File: config.mk
export PLATFORM = sky130hd
export DESIGN_NAME = pc_gen_flat
export DESIGN_NICKNAME = d
export VERILOG_FILES = /design/src/rtl/pc_gen_pkg.sv /design/src/rtl/pc_gen_if.sv /design/src/rtl/pc_gen_btb.sv /design/src/rtl/pc_gen.sv /design/src/flat_wrapper.sv
export SDC_FILE = /design/constraint.sdc
export NUM_CORES = 1
export LEC_CHECK = 0
export ABC_AREA = 1
export ABC_CLOCK_PERIOD_IN_PS = 5300
export CORE_MARGIN = 2
export CORE_UTILIZATION = 49
export DETAILED_ROUTE_END_ITERATION = 8
export GPL_TIMING_DRIVEN = 0
export PLACE_DENSITY = 0.9
export RECOVER_POWER = 100
export REMOVE_ABC_BUFFERS = 1
export SKIP_CTS_REPAIR_TIMING = 1
export SLEW_MARGIN = 20
export SYNTH_ARGS = -nofsm -noshare
export SYNTH_HDL_FRONTEND = slang
export SYNTH_SLANG_ARGS = --single-unit
File: constraint.sdc
create_clock -name clk -period 5.3 [get_ports clk]
set_clock_uncertainty 0.2 [all_clocks]
set_input_delay 1.06 -clock clk [delete_from_list [all_inputs] [get_ports clk]]
set_output_delay 1.06 -clock clk [all_outputs]
set_load 0.01 [all_outputs]
File: src/rtl/pc_gen_pkg.sv
// pc_gen shared definitions: next-PC op codes (same values as
// ctrl_encode_def.v) and a helper that flags control-transfer ops.
package pc_gen_pkg;

  localparam logic [2:0] NPC_PLUS4  = 3'b000;
  localparam logic [2:0] NPC_BRANCH = 3'b001;
  localparam logic [2:0] NPC_JUMP   = 3'b010;
  localparam logic [2:0] NPC_JALR   = 3'b100;

  function automatic logic is_cti(input logic [2:0] op);
    return op inside {NPC_BRANCH, NPC_JUMP, NPC_JALR};
  endfunction

endpackage

File: src/rtl/pc_gen_if.sv
// Resolve bus from execute to pc_gen.
// Members: res_valid/op/taken/mispredict, res_pc, imm, aluout.
interface pc_gen_if #(
  parameter int XLEN = 32
);
  logic            res_valid;
  logic [2:0]      res_op;
  logic            res_taken;
  logic            res_mispredict;
  logic [XLEN-1:0] res_pc;
  logic [XLEN-1:0] imm;
  logic [XLEN-1:0] aluout;

  modport master (
    output res_valid, res_op, res_taken,
    output res_mispredict, res_pc, imm, aluout
  );

  modport slave (
    input res_valid, res_op, res_taken,
    input res_mispredict, res_pc, imm, aluout
  );
endinterface

File: src/rtl/pc_gen_btb.sv
// Direct-mapped BTB with 2-bit counters; lookup is combinational.
// Ports: clk, rstn, i_lk_pc -> o_lk_hit/taken/target; i_up_* update.
module pc_gen_btb #(
  parameter int XLEN    = 32,
  parameter int ENTRIES = 8
) (
  input  logic            clk,
  input  logic            rstn,
  input  logic [XLEN-1:0] i_lk_pc,
  output logic            o_lk_hit,
  output logic            o_lk_taken,
  output logic [XLEN-1:0] o_lk_target,
  input  logic            i_up_en,
  input  logic [XLEN-1:0] i_up_pc,
  input  logic            i_up_taken,
  input  logic [XLEN-1:0] i_up_target
);
  localparam int IDX = $clog2(ENTRIES);
  localparam int TW  = XLEN - IDX - 2;

  logic            r_valid [ENTRIES];
  logic [1:0]      r_ctr   [ENTRIES];
  logic [TW-1:0]   r_tag   [ENTRIES];
  logic [XLEN-1:0] r_tgt   [ENTRIES];

  logic [IDX-1:0] w_lk_idx;
  logic [IDX-1:0] w_up_idx;
  logic [TW-1:0]  w_lk_tag;
  logic [TW-1:0]  w_up_tag;
  logic           w_up_hit;

  assign w_lk_idx = i_lk_pc[IDX+1:2];
  assign w_lk_tag = i_lk_pc[XLEN-1:IDX+2];
  assign w_up_idx = i_up_pc[IDX+1:2];
  assign w_up_tag = i_up_pc[XLEN-1:IDX+2];

  // Reads see pre-update contents; no write bypass.
  assign o_lk_hit    = r_valid[w_lk_idx] &&
                       (r_tag[w_lk_idx] == w_lk_tag);
  assign o_lk_taken  = o_lk_hit && r_ctr[w_lk_idx][1];
  assign o_lk_target = r_tgt[w_lk_idx];

  assign w_up_hit = r_valid[w_up_idx] &&
                    (r_tag[w_up_idx] == w_up_tag);

  always_ff @(posedge clk) begin
    if (!rstn) begin
      for (int i = 0; i < ENTRIES; i++) begin
        r_valid[i] <= 1'b0;
        r_ctr[i]   <= 2'd0;
      end
    end else if (i_up_en) begin
      if (w_up_hit) begin
        if (i_up_taken) begin
          if (r_ctr[w_up_idx] != 2'd3)
            r_ctr[w_up_idx] <= r_ctr[w_up_idx] + 2'd1;
        end else if (r_ctr[w_up_idx] != 2'd0) begin
          r_ctr[w_up_idx] <= r_ctr[w_up_idx] - 2'd1;
        end
      end else if (i_up_taken) begin
        r_valid[w_up_idx] <= 1'b1;
        r_ctr[w_up_idx]   <= 2'd2;
      end
    end
  end

  // Tag/target carry no reset; a taken update either installs
  // (new tag) or refreshes a hit (same tag), so one write covers both.
  always_ff @(posedge clk) begin
    if (rstn && i_up_en && i_up_taken) begin
      r_tag[w_up_idx] <= w_up_tag;
      r_tgt[w_up_idx] <= i_up_target;
    end
  end

endmodule

File: src/rtl/pc_gen.sv
// Fetch PC generator with redirect, stall and optional BTB
// (macro PC_GEN_BTB_EN). Ports: clk, rstn, stall, res bus, pc/npc/pred.
module pc_gen
  import pc_gen_pkg::*;
#(
  parameter int              XLEN        = 32,
  parameter logic [XLEN-1:0] RESET_PC    = '0,
  parameter int              BTB_ENTRIES = 8
) (
  input  logic            clk,
  input  logic            rstn,
  input  logic            stall,
  pc_gen_if.slave         res,
  output logic [XLEN-1:0] pc_o,
  output logic [XLEN-1:0] npc_o,
  output logic            pred_taken_o,
  output logic [XLEN-1:0] pred_target_o
);
  logic [XLEN-1:0] r_pc;
  logic [XLEN-1:0] w_pc4;
  logic [XLEN-1:0] w_res_tgt;
  logic            w_redirect;
  logic            w_pred;
  logic [XLEN-1:0] w_pred_tgt;

  assign pc_o       = r_pc;
  assign w_pc4      = r_pc + XLEN'(4);
  assign w_redirect = res.res_valid && res.res_mispredict;

  always_comb begin
    w_res_tgt = res.res_pc + XLEN'(4);
    if (res.res_taken) begin
      unique case (1'b1)
        res.res_op == NPC_BRANCH,
        res.res_op == NPC_JUMP:
          w_res_tgt = res.res_pc + res.imm;
        res.res_op == NPC_JALR:
          w_res_tgt = res.aluout + res.imm;
        default: ;
      endcase
    end
  end

`ifdef PC_GEN_BTB_EN
  logic            w_lk_hit;
  logic            w_lk_taken;
  logic [XLEN-1:0] w_lk_tgt;
  logic            w_up_en;

  assign w_up_en = res.res_valid && is_cti(res.res_op);

  pc_gen_btb #(
    .XLEN    (XLEN),
    .ENTRIES (BTB_ENTRIES)
  ) u_btb (
    .clk         (clk),
    .rstn        (rstn),
    .i_lk_pc     (r_pc),
    .o_lk_hit    (w_lk_hit),
    .o_lk_taken  (w_lk_taken),
    .o_lk_target (w_lk_tgt),
    .i_up_en     (w_up_en),
    .i_up_pc     (res.res_pc),
    .i_up_taken  (res.res_taken),
    .i_up_target (w_res_tgt)
  );

  assign w_pred     = rstn && w_lk_taken;
  assign w_pred_tgt = w_lk_taken ? w_lk_tgt : w_pc4;
`else
  assign w_pred     = 1'b0;
  assign w_pred_tgt = w_pc4;
`endif

  assign pred_taken_o  = w_pred;
  assign pred_target_o = w_pred_tgt;

  // Redirect outranks stall; reset outranks everything.
  always_comb begin
    npc_o = w_pc4;
    if (!rstn) begin
      npc_o = RESET_PC;
    end else begin
      priority case (1'b1)
        w_redirect: npc_o = w_res_tgt;
        stall:      npc_o = r_pc;
        w_pred:     npc_o = w_pred_tgt;
        default:    npc_o = w_pc4;
      endcase
    end
  end

  always_ff @(posedge clk) begin
    if (!rstn) r_pc <= RESET_PC;
    else       r_pc <= npc_o;
  end

endmodule
File: src/flat_wrapper.sv
// flat-port wrapper written by rule: the top's interface ports become plain ports
module pc_gen_flat import pc_gen_pkg::*;
#(
  parameter int              XLEN        = 32,
  parameter logic [XLEN-1:0] RESET_PC    = '0,
  parameter int              BTB_ENTRIES = 8
)
  (clk, rstn, stall, pc_o, npc_o, pred_taken_o, pred_target_o, res_res_valid, res_res_op, res_res_taken, res_res_mispredict, res_res_pc, res_imm, res_aluout);
  pc_gen_if #(.XLEN(XLEN)) res_i ();
  input  logic clk;
  input  logic rstn;
  input  logic stall;
  output logic [XLEN-1:0] pc_o;
  output logic [XLEN-1:0] npc_o;
  output logic pred_taken_o;
  output logic [XLEN-1:0] pred_target_o;
  input wire logic [$bits(res_i.res_valid)-1:0] res_res_valid;
  input wire logic [$bits(res_i.res_op)-1:0] res_res_op;
  input wire logic [$bits(res_i.res_taken)-1:0] res_res_taken;
  input wire logic [$bits(res_i.res_mispredict)-1:0] res_res_mispredict;
  input wire logic [$bits(res_i.res_pc)-1:0] res_res_pc;
  input wire logic [$bits(res_i.imm)-1:0] res_imm;
  input wire logic [$bits(res_i.aluout)-1:0] res_aluout;
  assign res_i.res_valid = res_res_valid;
  assign res_i.res_op = res_res_op;
  assign res_i.res_taken = res_res_taken;
  assign res_i.res_mispredict = res_res_mispredict;
  assign res_i.res_pc = res_res_pc;
  assign res_i.imm = res_imm;
  assign res_i.aluout = res_aluout;
  pc_gen #(.XLEN(XLEN), .RESET_PC(RESET_PC), .BTB_ENTRIES(BTB_ENTRIES)) u_core (.clk(clk), .rstn(rstn), .stall(stall), .res(res_i), .pc_o(pc_o), .npc_o(npc_o), .pred_taken_o(pred_taken_o), .pred_target_o(pred_target_o));
endmodule
**Yosys cells after proc, flatten, opt, wreduce, memory -nomap -nowiden**

Index checks and enable logic that the tools add are counted.

- Bits of input ports: 105
- Output and inout port bits: 97
- Register bits after elaboration: 32

- Equal/unequal tests: 3
- Reductions and logical operators: 2
- Add/subtract/negate cells: 4
- Muxes and demuxes: 5

Operators by type and width:

| kind | count |
|---|---|
| $mux 32 | 4 |
| $add 32x3->32 const B | 2 |
| $add 32x32->32 | 2 |
| $pmux 32 s2 | 1 |
| $eq 3x1->1 const B | 1 |
| $eq 3x2->1 const B | 1 |
| $eq 3x3->1 const B | 1 |
| $reduce_or 2->1 | 1 |
| $logic_and 1x1->1 | 1 |

**Depth between registers and ports, before layout**

- Word-level depth: 6
- Gate-level depth with buffers: 21
- Mapped depth without buffers: 19

**Least setup slack after synthesis**

OpenSTA, ideal clock, no wires.

- Path kind: input-to-output
- From: input res_res_op[0]
- To: output npc_o[15]
- Arrival time: 3.507 ns
- Stages: 19
- Required time: 4.040 ns
- Path slack: 0.533 ns
- Cell sequence: nor2_1 > nand2_2 > inv_2 > clkbuf_1 > clkbuf_1 > nand2_1 > o21ai_0 > ha_1 > a21oi_1 > nor2_1 > nor2_1 > nand2_1 > nand2_1 > nand2_1 > or2_2 > nand3_1 > nand3_1 > nand2_1 > nor2_1

- Cells in the longest elaborated chain, start to end: 6

RTL lines:

| element | RTL line | RTL |
|---|---|---|
| start: declaration | flat_wrapper.sv:18 | `input wire logic [$bits(res_i.res_op)-1:0] res_res_op;` |
| $eq 3x2->1 / $eq 3x1->1 (equally long branches) | pc_gen.sv:35, pc_gen.sv:34 |  |
| $reduce_or 2->1 | pc_gen.sv:33 | `unique case (1'b1)` |
| $pmux 32 s2 * | pc_gen.sv:33 |  |
| $mux 32 * | pc_gen.sv:32 | `if (res.res_taken) begin` |
| $mux 32 * | pc_gen.sv:84 | `priority case (1'b1)` |
| $mux 32 * | pc_gen.sv:81 | `if (!rstn) begin` |
| end: declaration | flat_wrapper.sv:14 | `output logic [XLEN-1:0] npc_o;` |

Every way passes the cells marked *; elsewhere a longest branch is shown, timed or not.

**Worst setup path in the final report**

- From: input res_res_op[1]
- To: output npc_o[10]

Same word-level chain as after synthesis.

==> results.txt <==
status = finished, final reports clean
max incr delay on CP = 580 ps
vias in the first global route = 8042
Leak = 4.80 nW
crit path launch type = primary input
clk buf depth = 2
Mean Syn Cell Area = 5.19 µm²
core area = 12600 µm²
Worst EP required = 4040 ps
drt first-iter violations = 1000
post-layout net count = 1577
largest net degree at the start of global routing = 58
crit path max-delay cell type = clkdlybuf4s50_1
Mapped Area = 6350 µm²
Initial Utilization = 50.3%
EDFF count, synth = 0
post-synthesis register bit count = 32
CP arrival = 3970 ps
PwrDens = 161 nW/µm²
Placed Area = 8410 µm²
met2 routed WL = 13300 µm
die width = 118 µm
Worst slew margin = 29.0%
Worst IR Drop VDD = 119 µV
P&R area growth vs syn = 45.4%
number of library cell types mapped by synthesis = 43
max layer used = met4
crit path max fanout = 28
min-delay worst type = flip-flop to flip-flop
clock latency on the worst-skew pair = 280 ps
CTS tree = built
Sink Count = 32
CP Class = primary input to output pin
die area = 13900 µm²
sequential area share after synthesis = 10.1%
Final Cell Area = 9230 µm²
CTS Buf Count = 5
Tcrit/Tclk final = 98.7%
chip height = 118 µm
initial antenna violation count = 0
max reg flops = 32
Primary FF master, synth = dfxtp_1
fraction of layout instances using a drive strength above 1 = 10.4%
asr flop ratio synth = 0%
Top delay family on crit path = simple AND/OR/NAND/NOR gates
# IOs = 202
routed length on met3 = 2360 µm
minimum clock period after layout = 5230 ps
CP most frequent cell = nand3_1
buffers added on ports = 200
Diodes inserted = 0
pins over their slew limit = 0
CTS clk-pin slew, worst paths = 60 ps
# DRC = 0
gr ovfl total = 0
total number of vias = 9078
# setup viols final = 0
critical path cell sequence = dlymetal6s2s_1 -> nor2_4 -> nand2_8 -> buf_12 -> clkinv_8 -> o21ai_0 -> ha_1 -> nand2_2 -> nor2_1 -> nand3_1 -> nand3_4 -> or2_2 -> nand3_1 -> a31oi_1 -> clkdlybuf4s50_1
buffers plus inverters on the worst setup path = 4
mean number of vias per cell = 5.66
TritonRoute pass-1 iters = 7
htree depth = 2
Post-Synthesis Cells = 1222
final hold viol count = 0
Worst Max-Slew Pin Slew = 1060 ps
Total Wirelength = 28200 µm
total track usage = 37.0%
Crit. End Element = output pin
CTS Root Cell = clkbuf_16
YS warnings = 0
Layout Utilization = 73.1%
Max Cap Viol = 0
placement row count = 41
f_max = 0.191 GHz
first-pass GRT wire length = 41300 µm
WL per Instance = 17.6 µm
post-DP HPWL = 21700 µm
Routed Antenna Nets = 0
Routed met1 length = 11000 µm
GPL Wtd Cong = 0.989
[cells by family after synthesis]
family,after synthesis,synth area share [%]
DFF,32,10.1
xor gates and xnor gates,22,3.04
other,1,0.0591
adders and majority gates,41,8.20
AOI/OAI and AO/OA,213,18.0
buffers and inverters,218,13.4
and+or+nand+nor,695,47.2
[worst paths after layout]
| check | cells after the start | slack (ps) | to | start |
|---|---|---|---|---|
| setup / recovery | 15 | 70 | npc_o[10] | res_res_op[1] |
| hold reg to reg | 2 | 430 | u_core.pc_o[8] | u_core.pc_o[8] |
| hold / removal | 2 | 430 | u_core.pc_o[8] | u_core.pc_o[8] |
| setup reg to reg | 14 | 2710 | u_core.pc_o[26] | u_core.pc_o[2] |
[synth_stat cells (5+ instances only)]
cell type,number,area share [%]
a21oi_1,83,6.5
or2_2,9,0.89
and2_1,6,0.59
nor2_1,120,7.1
nor2_2,5,0.49
o21bai_1,11,1.3
inv_1,178,11
buf_1,5,0.30
inv_2,5,0.30
nor3_1,36,2.8
xor2_1,15,2.1
dfxtp_1,32,10
nand3_1,92,7.3
nand4_1,16,1.6
nand2_1,388,23
a31oi_1,14,1.4
ha_1,40,7.9
clkbuf_1,19,1.1
xnor2_1,7,0.97
o21ai_1,7,0.55
o21ai_0,86,6.8
[layout make-up]
cell class,count,area (µm²)
multi-input combinational,974,5140
fill,1117,3390
timing repair buffer,231,2320
inverter,185,707
sequential,32,641
tap,172,215
clock buffer,7,153
clock inverter,1,30.0
timing repair inverter,2,25.0
[report_power, final]
part           switching [mW]  internal, mW
clock network           0.112         0.247
logic                   0.486         0.356
registers              0.0256         0.260
[layout by cell type, fill, tap and decap left out, types with 9 or more instances in the layout]
master           Yosys  routed
nand2_1            388     371
dlygate4sd3_1        0      37
dfxtp_1             32      32
o21ai_1              7      13
nor2_2               5      16
clkdlybuf4s50_1      0     132
a31oi_1             14      14
or2_2                9       9
dlymetal6s2s_1       0      30
o21ai_0             86      76
ha_1                40      36
nand3_2              2      10
nor2_1             120     108
inv_1              178     176
nand4_1             16      16
a21oi_2              1      16
o21bai_1            11      10
buf_4                3      30
nand2_2              4      20
nor3_1              36      33
xor2_1              15      15
a21oi_1             83      68
nand3_1             92      83
[worst register-to-register path, cell delays in order (launching register included)]
cell     delay, ps
dfxtp_1        420
ha_1           270
nand3_2        160
nor2_2         160
nand2_1         80
nor2_1         220
nand2_1        190
nor2_1         220
nand2_1         80
nand2_1         90
nand2_1         60
nand2_1        110
a21oi_1         70
nand2_2        100
inv_1           40
[stage by stage]
step                std cells  hold slack [ps]  total power, mW  TNS, ps  setup slack [ps]
floorplan                1189              371            0.705        0               622
global placement         1561              368             1.03   -29850             -1100
detailed placement       1561              397             1.04   -33070             -1200
CTS                      1569              406             1.40   -33570             -1220
global route             1604              448             1.57     -283             -77.0
finish                   1604              430             1.49        0              70.0
[routing by layer]
metal,track usage [%],up-vias
li1,-,4361
met1,47.2,4060
met2,63.2,547
met3,3.39,110
met4,16.2,0
met5,0,-
Power figures use the tool's default switching activity.
